===== src/rtl/rssi_sampler.sv =====
// RSSI measurement controller: drives the serial ADC's en/shdn handshake, averages
// and peak-detects a window of 2^LOG2_N samples, and flags CCA busy for the MAC.
module rssi_sampler #(
    parameter int LOG2_N  = 3,   // legal range 0..5
    parameter int TIMEOUT = 63
) (
    input  logic       clk,
    input  logic       reset,
    input  logic       start,
    input  logic       shdn_req,
    input  logic [7:0] threshold,
    input  logic       adc_rdy,
    input  logic       adc_data_rdy,
    input  logic [7:0] adc_data,
    output logic       adc_en,
    output logic       adc_shdn,
    output logic       busy,
    output logic       result_valid,
    output logic [7:0] rssi_avg,
    output logic [7:0] rssi_max,
    output logic       cca_busy,
    output logic       conv_err
);
    localparam int SW = 8 + LOG2_N;
    localparam int CW = LOG2_N + 1;
    localparam int TW = (TIMEOUT < 2) ? 1 : $clog2(TIMEOUT + 1);
    localparam logic [CW-1:0] LAST_CNT = CW'((1 << LOG2_N) - 1);
    // Abort when the counter would reach TIMEOUT, so conv_err lands TIMEOUT+1 cycles after adc_en.
    localparam logic [TW-1:0] TMO_LAST = TW'(TIMEOUT - 1);

    typedef enum logic [2:0] {IDLE, REQ, WAIT, GAP, DONE, SLEEP} state_t;

    state_t        state_reg, state_next;
    logic          pend_reg, pend_next;
    logic [SW-1:0] sum_reg, sum_next;
    logic [7:0]    max_reg, max_next;
    logic [CW-1:0] cnt_reg, cnt_next;
    logic [TW-1:0] tcnt_reg, tcnt_next;
    logic          drdy_reg;
    logic          en_reg, en_next;
    logic          shdn_reg, shdn_next;
    logic          busy_reg, busy_next;
    logic          rv_reg, rv_next;
    logic [7:0]    avg_reg, avg_next;
    logic [7:0]    rmax_reg, rmax_next;
    logic          cca_reg, cca_next;
    logic          ce_reg, ce_next;
    logic          sample;
    logic [7:0]    new_avg;

    assign sample  = adc_data_rdy && !drdy_reg;
    assign new_avg = sum_reg[LOG2_N +: 8];

    always_comb begin
        state_next = state_reg;
        pend_next  = pend_reg;
        sum_next   = sum_reg;
        max_next   = max_reg;
        cnt_next   = cnt_reg;
        tcnt_next  = tcnt_reg;
        en_next    = 1'b0;
        shdn_next  = 1'b0;
        rv_next    = 1'b0;
        ce_next    = 1'b0;
        avg_next   = avg_reg;
        rmax_next  = rmax_reg;
        cca_next   = cca_reg;
        case (state_reg)
            IDLE: begin
                pend_next = pend_reg | start;
                if (pend_reg && adc_rdy) begin
                    sum_next   = '0;
                    max_next   = '0;
                    cnt_next   = '0;
                    en_next    = 1'b1;
                    state_next = REQ;
                end else if (shdn_req && adc_rdy) begin
                    en_next    = 1'b1;
                    shdn_next  = 1'b1;
                    state_next = SLEEP;
                end
            end
            REQ: begin
                tcnt_next  = '0;
                state_next = WAIT;
            end
            WAIT: begin
                if (sample) begin
                    sum_next   = sum_reg + SW'(adc_data);
                    max_next   = (adc_data > max_reg) ? adc_data : max_reg;
                    cnt_next   = cnt_reg + 1'b1;
                    state_next = (cnt_reg == LAST_CNT) ? DONE : GAP;
                end else if (tcnt_reg == TMO_LAST) begin
                    ce_next    = 1'b1;
                    pend_next  = 1'b0;
                    state_next = IDLE;
                end else begin
                    tcnt_next = tcnt_reg + 1'b1;
                end
            end
            GAP: begin
                if (adc_rdy) begin
                    en_next    = 1'b1;
                    state_next = REQ;
                end
            end
            DONE: begin
                avg_next   = new_avg;
                rmax_next  = max_reg;
                cca_next   = (new_avg >= threshold);
                rv_next    = 1'b1;
                pend_next  = 1'b0;
                state_next = IDLE;
            end
            SLEEP: begin
                pend_next = pend_reg | start;
                shdn_next = 1'b1;
                if (!shdn_req) begin
                    shdn_next  = 1'b0;
                    state_next = IDLE;
                end
            end
            default: state_next = IDLE;
        endcase
        busy_next = (state_next == REQ) || (state_next == WAIT) ||
                    (state_next == GAP) || (state_next == DONE);
    end

    always_ff @(posedge clk) begin
        if (reset) begin
            state_reg <= IDLE;
            pend_reg  <= 1'b0;
            sum_reg   <= '0;
            max_reg   <= '0;
            cnt_reg   <= '0;
            tcnt_reg  <= '0;
            drdy_reg  <= 1'b0;
            en_reg    <= 1'b0;
            shdn_reg  <= 1'b0;
            busy_reg  <= 1'b0;
            rv_reg    <= 1'b0;
            avg_reg   <= '0;
            rmax_reg  <= '0;
            cca_reg   <= 1'b0;
            ce_reg    <= 1'b0;
        end else begin
            state_reg <= state_next;
            pend_reg  <= pend_next;
            sum_reg   <= sum_next;
            max_reg   <= max_next;
            cnt_reg   <= cnt_next;
            tcnt_reg  <= tcnt_next;
            drdy_reg  <= adc_data_rdy;
            en_reg    <= en_next;
            shdn_reg  <= shdn_next;
            busy_reg  <= busy_next;
            rv_reg    <= rv_next;
            avg_reg   <= avg_next;
            rmax_reg  <= rmax_next;
            cca_reg   <= cca_next;
            ce_reg    <= ce_next;
        end
    end

    assign adc_en       = en_reg;
    assign adc_shdn     = shdn_reg;
    assign busy         = busy_reg;
    assign result_valid = rv_reg;
    assign rssi_avg     = avg_reg;
    assign rssi_max     = rmax_reg;
    assign cca_busy     = cca_reg;
    assign conv_err     = ce_reg;

endmodule


===== config.mk =====
export PLATFORM = sky130hd
export DESIGN_NAME = rssi_sampler
export DESIGN_NICKNAME = d
export VERILOG_FILES = /design/src/rtl/rssi_sampler.sv
export SDC_FILE = /design/constraint.sdc
export NUM_CORES = 1
export LEC_CHECK = 0
export CORE_ASPECT_RATIO = 1.25
export CORE_MARGIN = 2
export CORE_UTILIZATION = 54
export DETAILED_ROUTE_END_ITERATION = 10
export PLACE_DENSITY = 0.91
export SLEW_MARGIN = 20
export SYNTH_ARGS = -nofsm -noshare
export SYNTH_HDL_FRONTEND = slang
export SYNTH_SLANG_ARGS = --single-unit
export TNS_END_PERCENT = 5

===== constraint.sdc =====
create_clock -name clk -period 2 [get_ports clk]
set_input_delay 0.4 -clock clk [delete_from_list [all_inputs] [get_ports clk]]
set_output_delay 0.4 -clock clk [all_outputs]
set_load 0.05 [all_outputs]

# == After elaboration in Yosys (flattened, before gate mapping) ==
# Index checks and enable logic that the tools add are counted.
# op_classes
n_mux,33
bitwise,2
n_reduce_logical,17
add_sub_neg,3
eq_ne,17
n_lt_le_gt_ge,2
# ops
op,count
$mux W8,3
$mux W11,2
$pmux W11 S2,1
$mux W3,7
$pmux W8 S2,1
$pmux W3 S5,1
$eq A3 B2 Y1 const B,4
$mux W6,2
$ne A2 B2 Y1 const B,6
$pmux W6 S2,1
$add A11 B8 Y11,1
$eq A3 B3 Y1 const B,3
$mux W1,9
$reduce_and A3 Y1,3
$ge A8 B8 Y1,1
$gt A8 B8 Y1,1
$mux W4,2
$pmux W4 S2,1
$add A6 B1 Y6 const B,1
$eq A3 B1 Y1 const B,2
$eq A6 B6 Y1 const B,1
$add A4 B1 Y4 const B,1
$eq A4 B3 Y1 const B,1
$pmux W1 S2,2
other kinds (12),17
# word_totals
out_inout_bits,22
inputBits,22
reg_bits,56
elab_cells,89

# == Depth between registers and ports, before layout ==
# Gate-level depths: netlist (run 1).
# depth
ltp_word,8
depth_mapped,7

# == Least setup slack after synthesis (run 1) ==
# No wires, ideal clock.
# synth_timing
path_kind,input-to-reg
from,input port adc_data[0]
to,register sum_reg[10]
t_arrival_ns,1.787
path_buffers,0
cell_stages,7
t_required_ns,1.930
path_slack_ns,0.143
cell_sequence,ha_1 > fa_1 > a21o_1 > nand4_1 > and3_1 > or4_1 > a21oi_1
# synth_via
elab_chain_len,3
# synth_rtl
element,line,source
from (decl),14,"input logic [7:0] adc_data,"
$add A11 B8 Y11,89,sum_next = sum_reg + SW'(adc_data);
$mux W11,88,if (sample) begin
$pmux W11 S2,68,case (state_reg)
to (signal assigned),149,sum_reg <= sum_next;
to (decl),35,"logic [SW-1:0] sum_reg, sum_next;"
# No other way between the ends. The select of a mux whose other input is x is not followed.
# A chain may end at the register's enable or synchronous reset.

# == Final worst setup path (run 1) ==
# layout_timing
from,input port adc_data[3]
to,register sum_reg[10]
# The elaborated chain is that of the path after synthesis.

==> reports/qor.json, run 1 <==
{
  "fin_area_um2": 4070,
  "leading_cell_type_in_the_layout_fill_and_taps_excluded": "sky130_fd_sc_hd__dfxtp_1",
  "synth_edf_count": 0,
  "initial_cell_density_of_the_core_pct": 56.0,
  "cts.htree.levels": 2,
  "fillers": 387,
  "synth.distinct_cells": 54,
  "core_area_um2": 5410,
  "utilization_pct": 75.4,
  "power_mw": 2.32,
  "rsz0062_at_grt": "yes",
  "routed_via_density": 6.05,
  "antennaDiodeCount": 0,
  "worst_ep_required_time_ns": 2.26,
  "detail_route.wirelength_mm": 8.53,
  "failed_checks": "negative setup slack",
  "syn_std_cell_area_um2": 3030,
  "min_period_over_period_pct": 101,
  "fp-row-count": 30,
  "result_of_the_run": "finished with violations",
  "stdcell_count": 507,
  "antenna_violations_before_repair": 0,
  "drt_iter0_drc": 199,
  "grt_pass1_wl_mm": 13.6,
  "ys.warnings.count": 0,
  "critical_path.endpoint_type": "flop",
  "global_route.usage.met3_pct": 4.72,
  "globalplace.congestion": 0.952,
  "hold_class": "input pin to flop",
  "maxCapViolCount": 0,
  "final_number_of_setup_violating_endpoints": 1,
  "grt_use_met2_pct": 50.5,
  "min_path_cells": 2,
  "route.antenna.remaining_nets": 0,
  "clock_tree.buffer_depth": 2,
  "synth_top_cells_by_area": "sky130_fd_sc_hd__dfxtp_1, sky130_fd_sc_hd__ha_1, sky130_fd_sc_hd__nand2_1",
  "die_area_um2": 6230,
  "regArea_um2": 1120,
  "ys_seq_area_share_pct": 37.0,
  "ys_ff_latch": 56,
  "p_leak_nw": 1.75,
  "max_stage_delay_ns": 0.49,
  "worstReg2RegStart": "sum_reg[0]",
  "ios": 44,
  "drt-wirelength-per-cell_um": 16.8,
  "worstPathCellList": "clkdlybuf4s50_1, ha_1, nand4_1, and3_4, or4_4, a21oi_2",
  "vdd.ir_drop.worst_uv": 390,
  "fmax_mhz": 497,
  "tightest_slew_ns": 0.589,
  "crit_type": "input pin to flop",
  "syn-num-nets": 404,
  "setup.worst_path.start_class": "input pin",
  "ys_async_sr_fraction_pct": 0,
  "power_per_cell_area_nw_per_um2": 569,
  "largest_reg_flops": 11,
  "report.final.hold_viol_count": 0,
  "synth_area_per_cell_um2": 8.56,
  "buffers_inverters_on_critical_path": 1,
  "cp_data_arrival_time_ns": 2.27,
  "dpl-instance-area_um2": 3850,
  "clock_latency_ns": 0.32,
  "worst_setup_hold_path_clk_slew_ns": 0.11,
  "timing.clock.skew_ns": 0.0129,
  "place_hpwl_mm": 6.02,
  "yosysTopAreaCellShare_pct": 37.0,
  "critical-path-slowest-cell": "sky130_fd_sc_hd__clkdlybuf4s50_1",
  "cts_buffers": 5,
  "worst_hold_startpoint": "adc_data[4]",
  "biggest_area_consumer_among_synthesized_cells": "sky130_fd_sc_hd__dfxtp_1",
  "worst_path_dominant_cell_family": "simple AND/OR/NAND/NOR gates",
  "drtPass1Iterations": 5,
  "final.setup.worst_slack_ns": -0.0109,
  "grt_start_max_net_pins": 19,
  "post_synth_inst_count": 354,
  "post-route-min-period_ns": 2.01,
  "drcViolationCount": 0,
  "tritoncts_clock_tree": "yes",
  "place_inst": 498,
  "holdPathEnd": "max_reg[4]",
  "gr-total-overflow": 0,
  "area_delta_synth_final_pct": 34.5,
  "critPathMaxFanout": 3,
  "chipWidth_um": 71.0,
  "gr-usage-met1_pct": 29.2,
  "die_height_um": 87.7,
  "numPortBuffers": 43,
  "grt.total_usage_pct": 27.2,
  "reg2reg_slack_ns": 0.03,
  "r2r-end": "sum_reg[10]",
  "vias": 3066,
  "timing_max_transition_violations_final": 0,
  "most-common-layout-cells": "sky130_fd_sc_hd__dfxtp_1, sky130_fd_sc_hd__nand2_1, sky130_fd_sc_hd__buf_4, sky130_fd_sc_hd__clkdlybuf4s50_1, sky130_fd_sc_hd__a21oi_1",
  "nNetsFinal": 492,
  "clkSinkCount": 56,
  "clockRootBuffer": "sky130_fd_sc_hd__clkbuf_8",
  "most_utilized_layer_in_the_global_route_result": "met2",
  "reg2reg_depth": 7,
  "final_layout_size_suffix_gt1_share_pct": 19.0,
  "multiInputGateArea_um2": 1890,
  "synthFlopType": "sky130_fd_sc_hd__dfxtp_1",
  "timing.slew.headroom_pct": 60.8,
  "grt_pass1_vias": 3038
}
[final cells by class]
| class | instances | share of cell area [%] |
|---|---|---|
| timing repair buffer | 92 | 19.9 |
| clock inverter | 3 | 0.584 |
| multi-input combinational | 265 | 46.3 |
| tap | 64 | 1.97 |
| clock buffer | 5 | 1.69 |
| sequential | 56 | 27.5 |
| inverter | 22 | 2.03 |
[kinds of logic (layout without fill, tap and decap cells)]
group / after synthesis / count (layout) / share of synthesized area (%)
AOI/OAI and AO/OA: 96 / 96 / 21.4
xor gates and xnor gates: 10 / 10 / 2.89
adders and majority gates: 28 / 28 / 11.8
buffers and inverters: 33 / 122 / 4.46
DFF: 56 / 56 / 37.0
muxes: 1 / 1 / 0.330
and+or+nand+nor: 130 / 130 / 22.1
[worst max path at each step]
stage	slack, ns	startpoint	to	cells after the start
after floorplan	0.14	adc_data[0]	sum_reg[10]	7
after global placement	-0.42	adc_data[0]	sum_reg[10]	8
after detailed placement	-0.49	adc_data[0]	sum_reg[10]	8
after CTS	-0.08	adc_data[0]	sum_reg[10]	8
after global routing	-0.03	adc_data[7]	max_reg[6]	8
final	-0.01	adc_data[3]	sum_reg[10]	6
[metrics by stage]
step                      hold slack, ns  setup WS, ns  TNS (ns)
final                              0.446       -0.0109   -0.0109
after global placement             0.442        -0.420     -4.79
after detailed placement           0.446        -0.489     -5.98
after floorplan                    0.445         0.143         0
after CTS                          0.461       -0.0763    -0.133
after global routing               0.463       -0.0340    -0.103
[synth_stat cells (all sizes together) (6+ instances only)]
| library cell | number |
|---|---|
| clkbuf | 6 |
| a22oi | 6 |
| a22o | 9 |
| dfxtp | 56 |
| a21o | 9 |
| xor2 | 8 |
| nor3 | 7 |
| a21oi | 36 |
| o21ai | 8 |
| ha | 27 |
| nand2 | 50 |
| inv | 22 |
| nor2 | 32 |
[per-layer routing]
metal  up-vias  share of wire, %
met5         -                 0
met4         0               5.4
met3        53               5.1
met2       137                52
met1      1426                38
li1       1450                 -
[power breakdown]
part	internal, mW	switching, mW	total [mW]
logic	0.224	0.276	0.500
registers	1.14	0.0265	1.17
clock network	0.249	0.401	0.651
total	1.61	0.704	2.32
[what timing repair did]
action,CTS,global route
hold endpoints to repair,0,0
hold buffers,0,0
buffers inserted,0,1
pin swaps,5,8
gates resized for setup,7,19
setup endpoints to repair,5,15
cloned,0,0
Power figures use the tool's default switching activity.
==> run 2, diff against run 1 <==
--- a/config.mk
+++ b/config.mk
@@ -6,7 +6,6 @@
 export NUM_CORES = 1
 export LEC_CHECK = 0
 export CORE_ASPECT_RATIO = 1.25
-export CORE_MARGIN = 2
 export CORE_UTILIZATION = 54
 export DETAILED_ROUTE_END_ITERATION = 10
 export PLACE_DENSITY = 0.91
==> constraint.sdc (replaced) <==
create_clock -name clk -period 2.3 [get_ports clk]
set_input_delay 0.46 -clock clk [delete_from_list [all_inputs] [get_ports clk]]
set_output_delay 0.46 -clock clk [all_outputs]
set_load 0.01 [all_outputs]
==> reports/qor.json, run 2 (synthesis results as in run 1) <==
{
  "crit_type": {"value": "input pin to flop", "change": "unchanged"},
  "most-common-layout-cells": {"value": "sky130_fd_sc_hd__dfxtp_1, sky130_fd_sc_hd__nand2_1, sky130_fd_sc_hd__clkdlybuf4s50_1, sky130_fd_sc_hd__a21oi_1, sky130_fd_sc_hd__nor2_1", "change": "was sky130_fd_sc_hd__dfxtp_1, sky130_fd_sc_hd__nand2_1, sky130_fd_sc_hd__buf_4, sky130_fd_sc_hd__clkdlybuf4s50_1, sky130_fd_sc_hd__a21oi_1"},
  "clock_tree.buffer_depth": {"value": 2, "change": "unchanged"},
  "p_leak": {"value": 1.58, "unit": "nW", "change": "was 1.75 nW"},
  "vias": {"value": 2812, "change": "was 3,066"},
  "antennaDiodeCount": {"value": 0, "change": "unchanged"},
  "leading_cell_type_in_the_layout_fill_and_taps_excluded": {"value": "sky130_fd_sc_hd__dfxtp_1", "change": "unchanged"},
  "min_path_cells": {"value": 2, "change": "unchanged"},
  "post_cts_buffers": {"value": 0, "change": "unchanged"},
  "clkSinkCount": {"value": 56, "change": "unchanged"},
  "worst_ep_required_time": {"value": 2.56, "unit": "ns", "change": "was 2.26 ns"},
  "setup.worst_path.start_class": {"value": "input pin", "change": "unchanged"},
  "max_stage_delay": {"value": 0.48, "unit": "ns", "change": "was 0.49 ns"},
  "utilization": {"value": 69.7, "unit": "%", "change": "was 75.4%"},
  "drcViolationCount": {"value": 0, "change": "unchanged"},
  "reg2reg_depth": {"value": 7, "change": "unchanged"},
  "result_of_the_run": {"value": "completed", "change": "was finished with violations"},
  "numPortBuffers": {"value": 43, "change": "unchanged"},
  "worst_setup_hold_path_clk_slew": {"value": 0.10, "unit": "ns", "change": "was 0.11 ns"},
  "clock_latency": {"value": 0.32, "unit": "ns", "change": "about the same"},
  "critical_path.endpoint_type": {"value": "flop", "change": "unchanged"},
  "min_period_over_period_pct": 96.7,
  "fmax_mhz": 450,
  "largest_reg_flops": {"value": 11, "change": "unchanged"},
  "worst_hold_startpoint": {"value": "rssi_max[3]", "change": "was adc_data[4]"},
  "grt.total_usage": {"value": 26.3, "unit": "%", "change": "was 27.2%"},
  "area_delta_synth_final": {"value": 24.4, "unit": "%", "change": "was 34.5%"},
  "drtPass1Iterations": {"value": 4, "change": "was 5"},
  "worstPathCellList": {"value": "clkdlybuf4s50_1, ha_2, fa_1, a21o_1, nand4_1, and3_4, or4_1, a21oi_1", "change": "was clkdlybuf4s50_1, ha_1, nand4_1, and3_4, or4_4, a21oi_2"},
  "critPathMaxFanout": {"value": 4, "change": "was 3"},
  "globalplace.congestion": {"value": 0.929, "change": "was 0.952"},
  "buffers_inverters_on_critical_path": {"value": 1, "change": "unchanged"},
  "placement.setup.worst_slack": {"value": -0.252, "unit": "ns", "change": "was -0.489 ns"},
  "route.antenna.remaining_nets": {"value": 0, "change": "unchanged"},
  "die_area": {"value": 5910, "unit": "um^2", "change": "was 6230 um^2"},
  "power_per_cell_area": {"value": 513, "unit": "nW/um^2", "change": "was 569 nW/um^2"},
  "post_cts_hold_buffer_count": {"value": 0, "change": "unchanged"},
  "timing.clock.skew": {"value": 0.00934, "unit": "ns", "change": "was 0.0129 ns"},
  "hold_slack": {"value": 0.457, "unit": "ns", "change": "was 0.446 ns"},
  "drt-wirelength-per-cell": {"value": 14.7, "unit": "um", "change": "was 16.8 um"},
  "core_area": {"value": 5410, "unit": "um^2", "change": "unchanged"},
  "resize_count_post_cts": {"value": 0, "change": "was 7"},
  "vdd.ir_drop.worst": {"value": 393, "unit": "uV", "change": "was 390 uV"},
  "r2r-end": {"value": "max_reg[3]", "change": "was sum_reg[10]"},
  "ios": {"value": 44, "change": "unchanged"},
  "nNetsFinal": {"value": 467, "change": "was 492"},
  "fin_area": {"value": 3770, "unit": "um^2", "change": "was 4070 um^2"},
  "drt_iter0_drc": {"value": 196, "change": "was 199"},
  "timing.slew.headroom": {"value": 62.2, "unit": "%", "change": "was 60.8%"},
  "maxCapViolCount": {"value": 0, "change": "unchanged"},
  "chipWidth": {"value": 69.0, "unit": "um", "change": "was 71.0 um"},
  "power": {"value": 1.93, "unit": "mW", "change": "was 2.32 mW"},
  "timing_max_transition_violations_final": {"value": 0, "change": "unchanged"},
  "cts.htree.levels": {"value": 2, "change": "unchanged"},
  "initial_cell_density_of_the_core": {"value": 56.0, "unit": "%", "change": "unchanged"},
  "final.setup.worst_slack": {"value": 0.0763, "unit": "ns", "change": "was -0.0109 ns"},
  "final_number_of_setup_violating_endpoints": {"value": 0, "change": "was 1"},
  "cp_data_arrival_time": {"value": 2.48, "unit": "ns", "change": "was 2.27 ns"},
  "tritoncts_clock_tree": {"value": "yes", "change": "unchanged"},
  "clockRootBuffer": {"value": "sky130_fd_sc_hd__clkbuf_8", "change": "unchanged"},
  "die_height": {"value": 85.7, "unit": "um", "change": "was 87.7 um"},
  "grt_start_max_net_pins": {"value": 23, "change": "was 19"},
  "holdPathEnd": {"value": "rssi_max[3]", "change": "was max_reg[4]"},
  "detail_route.wirelength": {"value": 7.07, "unit": "mm", "change": "was 8.53 mm"},
  "dpl-instance-area": {"value": 3670, "unit": "um^2", "change": "was 3850 um^2"},
  "place_hpwl": {"value": 5.35, "unit": "mm", "change": "was 6.02 mm"},
  "report.final.hold_viol_count": {"value": 0, "change": "unchanged"},
  "gr-total-overflow": {"value": 0, "change": "unchanged"},
  "routed_via_density": {"value": 5.83, "change": "was 6.05"},
  "cts_buffers": {"value": 5, "change": "unchanged"},
  "reg2reg_slack": {"value": 0.33, "unit": "ns", "change": "was 0.03 ns"},
  "critical-path-slowest-cell": {"value": "sky130_fd_sc_hd__clkdlybuf4s50_1", "change": "unchanged"},
  "post-route-min-period_ns": 2.22,
  "final_layout_size_suffix_gt1_share": {"value": 10.3, "unit": "%", "change": "was 19.0%"},
  "antenna_violations_before_repair": {"value": 0, "change": "unchanged"},
  "worst_path_dominant_cell_family": {"value": "simple AND/OR/NAND/NOR gates", "change": "unchanged"},
  "worstReg2RegStart": {"value": "max_reg[7]", "change": "was sum_reg[0]"},
  "grt_pass1_vias": {"value": 2663, "change": "was 3,038"},
  "fp-row-count": {"value": 30, "change": "unchanged"},
  "hold_class": {"value": "flop to flop", "change": "was input pin to flop"},
  "tightest_slew": {"value": 0.567, "unit": "ns", "change": "was 0.589 ns"},
  "grt_pass1_wl": {"value": 11.8, "unit": "mm", "change": "was 13.6 mm"}
}
run 2: changes by cell type in the layout (fill, tap and decap cells not counted), moves of 3 or more:
cell,change
sky130_fd_sc_hd__ha_1,+5
sky130_fd_sc_hd__dlymetal6s2s_1,-5
sky130_fd_sc_hd__o21ai_0,+3
sky130_fd_sc_hd__clkdlybuf4s50_1,+5
sky130_fd_sc_hd__buf_4,-25
sky130_fd_sc_hd__ha_4,-6
run 2: per-layer routing:
layer | global-route usage (%) | part of all wire (%)
met1 | 30.3 | 40
met2 | 44.8 | 51
met3 | 5.32 | 5.0
met4 | 12.8 | 3.2
met5 | 0 | 0
run 2: power breakdown:
| group | internal [mW] | total (mW) | switching, mW | leakage, nW |
|---|---|---|---|---|
| logic | 0.159 | 0.345 | 0.187 | 1.08 |
| registers | 0.991 | 1.02 | 0.0302 | 0.452 |
| clock network | 0.246 | 0.568 | 0.322 | 0.0445 |
| total | 1.40 | 1.93 | 0.539 | 1.58 |
run 2: area by class of cell:
| type | count | area (um^2) |
|---|---|---|
| multi-input combinational | 265 | 1780 |
| fill | 440 | 1640 |
| sequential | 56 | 1120 |
| timing repair buffer | 67 | 611 |
| clock buffer | 7 | 86.3 |
| inverter | 22 | 82.6 |
| tap | 64 | 80.1 |
| clock inverter | 1 | 7.51 |
run 2: worst register-to-register path: stages, from the launching register on:
cell and delay (ns):
sky130_fd_sc_hd__dfxtp_1 0.38, sky130_fd_sc_hd__inv_1 0.08, sky130_fd_sc_hd__ha_1 0.33, sky130_fd_sc_hd__nand2_1 0.06, sky130_fd_sc_hd__o21ai_0 0.34, sky130_fd_sc_hd__nor2_1 0.10, sky130_fd_sc_hd__a21o_1 0.30, sky130_fd_sc_hd__a22o_1 0.27
run 2: worst max path at each step:
stage / endpoint / slack, ns / cells past startpoint / startpoint
after floorplan: sum_reg[10] / 0.38 / 7 / adc_data[0]
after global placement: sum_reg[10] / -0.19 / 8 / adc_data[0]
after detailed placement: sum_reg[10] / -0.25 / 8 / adc_data[0]
after CTS: sum_reg[10] / 0.05 / 8 / adc_data[0]
after global routing: sum_reg[10] / -0.01 / 8 / adc_data[0]
final: sum_reg[10] / 0.08 / 8 / adc_data[0]
run 2: through the flow:
step | setup TNS [ns] | instances
finish | 0 | 482
global route | -0.0130 | 482
CTS | 0 | 482
detailed placement | -1.87 | 474
global placement | -0.941 | 474
floorplan | 0 | 354
==> run 3, diff against run 2 <==
--- a/config.mk
+++ b/config.mk
@@ -8,6 +8,7 @@
 export CORE_ASPECT_RATIO = 1.25
 export CORE_UTILIZATION = 54
 export DETAILED_ROUTE_END_ITERATION = 10
+export GPL_TIMING_DRIVEN = 1
 export PLACE_DENSITY = 0.91
 export SLEW_MARGIN = 20
 export SYNTH_ARGS = -nofsm -noshare
==> results of run 3 <==
Same layout as run 2: the final DEF is identical, and so are final timing and power.
